===== config.mk =====
export PLATFORM = sky130hd
export DESIGN_NAME = hawk_ped_request
export DESIGN_NICKNAME = d
export VERILOG_FILES = /design/src/rtl/hawk_pkg.sv /design/src/rtl/hawk_sync.sv /design/src/rtl/hawk_ped_request.sv
export SDC_FILE = /design/constraint.sdc
export NUM_CORES = 1
export LEC_CHECK = 0
export BUFFER_PORTS_ARGS = -buffer_cell sky130_fd_sc_hd__buf_2
export CORE_MARGIN = 2
export CORE_UTILIZATION = 30
export CTS_CLUSTER_SIZE = 16
export DETAILED_ROUTE_END_ITERATION = 8
export SETUP_SLACK_MARGIN = 0.1
export SKIP_LAST_GASP = 1
export SLEW_MARGIN = 20
export SYNTH_ARGS = -nofsm -noshare
export SYNTH_HDL_FRONTEND = slang
export SYNTH_SLANG_ARGS = --single-unit

===== constraint.sdc =====
create_clock -name clk -period 2.9 [get_ports clk]
set_input_delay 0.435 -clock clk [delete_from_list [all_inputs] [get_ports clk]]
set_output_delay 0.435 -clock clk [all_outputs]
set_load 0.01 [all_outputs]

===== src/rtl/hawk_pkg.sv =====
// Purpose : shared types and constants for the HAWK pedestrian-request front end.
// Latency : n/a (package).
// Backpressure: n/a (package).
package hawk_pkg;

  // Debounce FSM states: released, press pending, pressed, release pending.
  typedef enum logic [1:0] {
    REL    = 2'd0,
    P_WAIT = 2'd1,
    PRS    = 2'd2,
    R_WAIT = 2'd3
  } dbc_state_t;

  localparam logic [7:0] PRESS_CNT_MAX = 8'd255;

  // Saturating increment for the diagnostic press counter.
  function automatic logic [7:0] sat_inc(input logic [7:0] v);
    return (v == PRESS_CNT_MAX) ? v : v + 8'd1;
  endfunction

endpackage


===== src/rtl/hawk_sync.sv =====
// Purpose : plain flop-chain synchroniser for one asynchronous level input.
// Latency : SYNC_STAGES clk edges from d to q.
// Backpressure: none; the output tracks the input continuously.
//
// Ports: clk (clock), reset (async active-low), d (async input), q (synchronised output).
module hawk_sync #(
  parameter int SYNC_STAGES = 2
) (
  input  logic clk,
  input  logic reset,
  input  logic d,
  output logic q
);

  import hawk_pkg::*;

  logic [SYNC_STAGES-1:0] chain;

  // Pure shift chain: nothing may sit between stages, or metastability
  // protection is lost.
  always_ff @(posedge clk or negedge reset) begin
    if (!reset) begin
      chain <= '0;
    end else begin
      chain <= {chain[SYNC_STAGES-2:0], d};
    end
  end

  assign q = chain[SYNC_STAGES-1];

endmodule


===== src/rtl/hawk_ped_request.sv =====
// Purpose : push-button synchroniser + debouncer + single walk-request latch feeding HAWK YP.
// Latency : press_pulse after SYNC_STAGES+DEBOUNCE_CYC+1 edges of a held press; YP one edge later.
// Backpressure: none; a request is latched once and held until the walk phase starts.
//
// Ports: clk, reset (async active-low), btn_raw (async, bouncy), walk_active (HAWK W),
//        YP (latched request), btn_clean (debounced level), press_pulse (1-cycle strobe),
//        press_count (saturating accepted-press count).
module hawk_ped_request #(
  parameter int SYNC_STAGES  = 2,
  parameter int DEBOUNCE_CYC = 16,
  parameter int CNT_W        = 16
) (
  input  logic       clk,
  input  logic       reset,
  input  logic       btn_raw,
  input  logic       walk_active,
  output logic       YP,
  output logic       btn_clean,
  output logic       press_pulse,
  output logic [7:0] press_count
);

  import hawk_pkg::*;

  localparam logic [CNT_W-1:0] DBC_LAST = CNT_W'(DEBOUNCE_CYC - 1);

  logic             btn_s;
  dbc_state_t       state, next_state;
  logic [CNT_W-1:0] dbc, dbc_nxt;
  logic             press_pulse_nxt;
  logic             btn_clean_nxt;
  logic             walk_d;
  logic             walk_rise;

  hawk_sync #(
    .SYNC_STAGES(SYNC_STAGES)
  ) u_sync (
    .clk   (clk),
    .reset (reset),
    .d     (btn_raw),
    .q     (btn_s)
  );

  // State register; the debounce outputs are registered alongside it so they
  // change on the same edge as the state they decode.
  always_ff @(posedge clk or negedge reset) begin
    if (!reset) begin
      state       <= REL;
      dbc         <= '0;
      press_pulse <= 1'b0;
      btn_clean   <= 1'b0;
    end else begin
      state       <= next_state;
      dbc         <= dbc_nxt;
      press_pulse <= press_pulse_nxt;
      btn_clean   <= btn_clean_nxt;
    end
  end

  // Next-state: a level must be seen on DEBOUNCE_CYC+1 consecutive samples
  // (the entry sample plus DEBOUNCE_CYC counted ones) before it is accepted.
  always_comb begin
    next_state = state;
    dbc_nxt    = dbc;
    case (state)
      REL: begin
        if (btn_s) begin
          next_state = P_WAIT;
          dbc_nxt    = '0;
        end
      end
      P_WAIT: begin
        if (!btn_s)               next_state = REL;
        else if (dbc == DBC_LAST) next_state = PRS;
        else                      dbc_nxt    = dbc + CNT_W'(1);
      end
      PRS: begin
        if (!btn_s) begin
          next_state = R_WAIT;
          dbc_nxt    = '0;
        end
      end
      R_WAIT: begin
        // Bounce during release returns to PRS silently: one pulse per hold.
        if (btn_s)                next_state = PRS;
        else if (dbc == DBC_LAST) next_state = REL;
        else                      dbc_nxt    = dbc + CNT_W'(1);
      end
      default: begin
        next_state = REL;
        dbc_nxt    = '0;
      end
    endcase
  end

  // Output decode on the transition, registered in the state process.
  always_comb begin
    press_pulse_nxt = (state == P_WAIT) && (next_state == PRS);
    btn_clean_nxt   = (next_state == PRS) || (next_state == R_WAIT);
  end

  assign walk_rise = walk_active & ~walk_d;

  // Request latch: the walk phase starting always wins over a new press, and
  // presses while the walk is already on are ignored (pedestrian is served).
  always_ff @(posedge clk or negedge reset) begin
    if (!reset) begin
      walk_d      <= 1'b0;
      YP          <= 1'b0;
      press_count <= 8'd0;
    end else begin
      walk_d <= walk_active;
      if (walk_rise) begin
        YP <= 1'b0;
      end else if (press_pulse && !walk_active) begin
        YP          <= 1'b1;
        press_count <= sat_inc(press_count);
      end
    end
  end

endmodule


==> out/results.tsv <==
stage	metric	value	unit
run_status	status	finished, final reports clean	
synthesis	Synth Instances	165	
grt	global-route wire length before repair	5860	µm
clock_tree	clock latency on the worst-skew pair	0.29	ns
grt	vias in the first global route	1208	
route	DR iter-0 viols	68	
hold_path	HP Class	primary input to asynchronous set/reset pin	
route	via/cell ratio	5.24	
sta	Clock Skew	0.00641	ns
sta	worst hold slack	0.191	ns
clock_tree	CTS Sinks	31	
synthesis	synth unique cells	44	
synthesis	Top FF cell, synth	dfrtp_1	
sta	Fin. Hold Viols	0	
sta	Fin Setup TNS	0	ns
placement	routability cong.	0.781	
critical_path	kind of critical path	flip-flop to flip-flop	
clock_tree	total CTS buffers	5	
critical_path	delay-heaviest family, CP	simple AND/OR/NAND/NOR gates	
synthesis	Avg Inst Size Synth	9.81	µm²
synthesis	Cell Area, Synth	1620	µm²
synthesis	Post-synth EDFFs	0	
grt	total grt overflow	0	
sta	fin worst setup slack	0.748	ns
critical_path	crit path capture type	flip-flop	
grt	gr usage total	12.3	%
critical_path	critical-path cell list	ha_1, and4b_2, and4_1, or2_2, o41ai_1	
synthesis	share of the synthesized area in the top cell type	47.9	%
sta	fmax	465	MHz
grt	initial antenna violation count	0	
power_and_ir_drop	P per Cell Area	522	nW/µm²
finish	final core occ	36.3	%
placement	dpl hpwl	2280	µm
clock_tree	Resized cells post-CTS	0	
synthesis	Syn Nets	171	
critical_path	Crit-path slowest cell	or2_2	
route	drt wl/cell	13.7	µm
critical_path	WP buf/inv	0	
critical_path	Reg2Reg Capture Point	dbc[9]$_DFFE_PN0P_	
synthesis	synth cell count leaders	dfrtp_1, nand2_1, o21ai_0	
sta	Slew Limit Headroom	53.5	%
clock_tree	clk buf depth	2	
floorplanning	width of the die	77.5	µm
placement	I/O Buffers	14	
sta	Slew Viols, Final	0	
critical_path	Worst R2R Start	dbc[0]$_DFFE_PN0P_	
synthesis	Async SR Flop Fraction	100	%
clock_tree	Post-CTS Hold Fix Bufs	0	
floorplanning	area of the core	5170	µm²
synthesis	sequential-to-total area share from yosys stat	47.9	%
clock_tree	Setup Buffers After CTS	0	
route	via count	1314	
clock_tree	TritonCTS clock tree	yes	
floorplanning	row cnt	26	
finish	diode count	0	
finish	final instance area	1880	µm²
floorplanning	num ports	15	
floorplanning	die area	6000	µm²
synthesis	Yosys reg bits	31	
synthesis	most frequent cell after synthesis	dfrtp_1	
critical_path	Reg2Reg Depth	5	
clock_tree	H-Tree Depth	2	
clock_tree	root buf cell	clkbuf_8	
sta	Period minus WS final	2.15	ns
route	drt pass-1 iters	4	
clock_tree	clock slew at reported path FFs	0.07	ns
critical_path	CP required	3.08	ns
synthesis	largest area contributor in the netlist	dfrtp_1	
flow_run	Max-Cap Viols	0	
power_and_ir_drop	Pleak	0.836	nW
sta	unrepaired setup endpoints after global routing	false	
sta	Tightest Pin Transition	0.697	ns
floorplanning	Initial Util	31.3	%
sta	final setup vio count	0	
route	DR DRC count	0	
critical_path	max incr delay on CP	0.48	ns
finish	final-stage net count	186	
floorplanning	Die H	77.5	µm
grt	largest net degree at the start of global routing	32	
critical_path	Crit Path Max Fanout	15	
route	Final ANT Viol Nets	0	
finish	Syn-to-layout area delta	15.9	%
synthesis	top cells by area, synth	dfrtp_1, o21ai_0, nand2_1, xor2_1, nand3_1	
sta	fin crit share	74.2	%
placement	Placed Instance Area	1760	µm²
route	final wirelength	3440	µm
synthesis	YS warnings	0	
finish	fraction of layout cells with a size suffix above 1	18.8	%
critical_path	Critical Path AT	2.33	ns
critical_path	Startpoint Class	flip-flop	
power_and_ir_drop	VDD IR max	0.000180	V
placement	DP Worst Slack	0.759	ns
critical_path	R2R Setup Slk	0.75	ns
where the power goes:
| part | switching, mW | internal (mW) |
|---|---|---|
| clock | 0.166 | 0.278 |
| combinational | 0.0388 | 0.0256 |
| sequential | 0.0231 | 0.450 |
| total | 0.228 | 0.753 |
cells by family after synthesis:
kind of cell | synth area share [%]
multiplexers | 2.63
AND/OR/NAND/NOR | 27.9
XOR/XNOR | 4.33
AO/OA/AOI/OAI | 12.8
buffers and inverters | 2.94
adder cells (fa/ha/maj) | 1.55
flip-flops | 47.9
how the worst max path moves through the flow:
stage               cells after the start                 end               start  slack (ns)
floorplan                               7  dbc[4]$_DFFE_PN0P_  dbc[0]$_DFFE_PN0P_        1.04
global placement                        5  dbc[9]$_DFFE_PN0P_  dbc[0]$_DFFE_PN0P_        0.81
detailed placement                      5  dbc[9]$_DFFE_PN0P_  dbc[0]$_DFFE_PN0P_        0.76
CTS                                     5  dbc[9]$_DFFE_PN0P_  dbc[0]$_DFFE_PN0P_        0.74
global route                            5  dbc[8]$_DFFE_PN0P_  dbc[0]$_DFFE_PN0P_        0.70
finish                                  5  dbc[9]$_DFFE_PN0P_  dbc[0]$_DFFE_PN0P_        0.75
sequential cells by signal (all words and copies together) (netlist names):
signal	count
YP	1
btn_clean	1
dbc	16
press_count	8
press_pulse	1
state	1
u_sync.chain	2
walk_d	1
per-stage QoR:
step,std cells,power [mW]
floorplan,165,0.516
global placement,243,0.544
detailed placement,243,0.545
CTS,251,0.994
global route,251,1.02
finish,251,0.981
placed cells by master (no fill, tap or decap), drive strengths merged, types with 2 or more instances in the layout:
| cell type | count |
|---|---|
| mux2i | 2 |
| buf | 16 |
| nand3 | 9 |
| clkbuf | 6 |
| xnor2 | 2 |
| or3 | 3 |
| xor2 | 6 |
| nor3 | 8 |
| nor4 | 4 |
| nand4 | 6 |
| dfrtp | 31 |
| nand3b | 5 |
| or4 | 5 |
| a31oi | 3 |
| and3 | 4 |
| mux2 | 2 |
| nor2 | 5 |
| a21o | 2 |
| and2 | 3 |
| o221ai | 4 |
| nand2 | 15 |
| inv | 4 |
| o211ai | 2 |
| o41ai | 2 |
| o21ai | 13 |
| nand2b | 3 |
| ha | 2 |
metal layers:
layer,share of wire [%],track usage [%],vias to the layer above
met3,4.0,3.60,7
met4,1.8,4.82,0
met1,51,16.9,637
met2,43,18.0,25
li1,-,-,645
met5,0,0,-
cell type report:
type | instances | area [µm²]
inverter | 4 | 15.0
multi-input combinational | 122 | 796
timing repair buffer | 16 | 85.1
clock buffer | 6 | 82.6
sequential | 31 | 776
fill | 515 | 3300
clock inverter | 2 | 35.0
tap | 70 | 87.6
(Power assumes the default switching activity.)
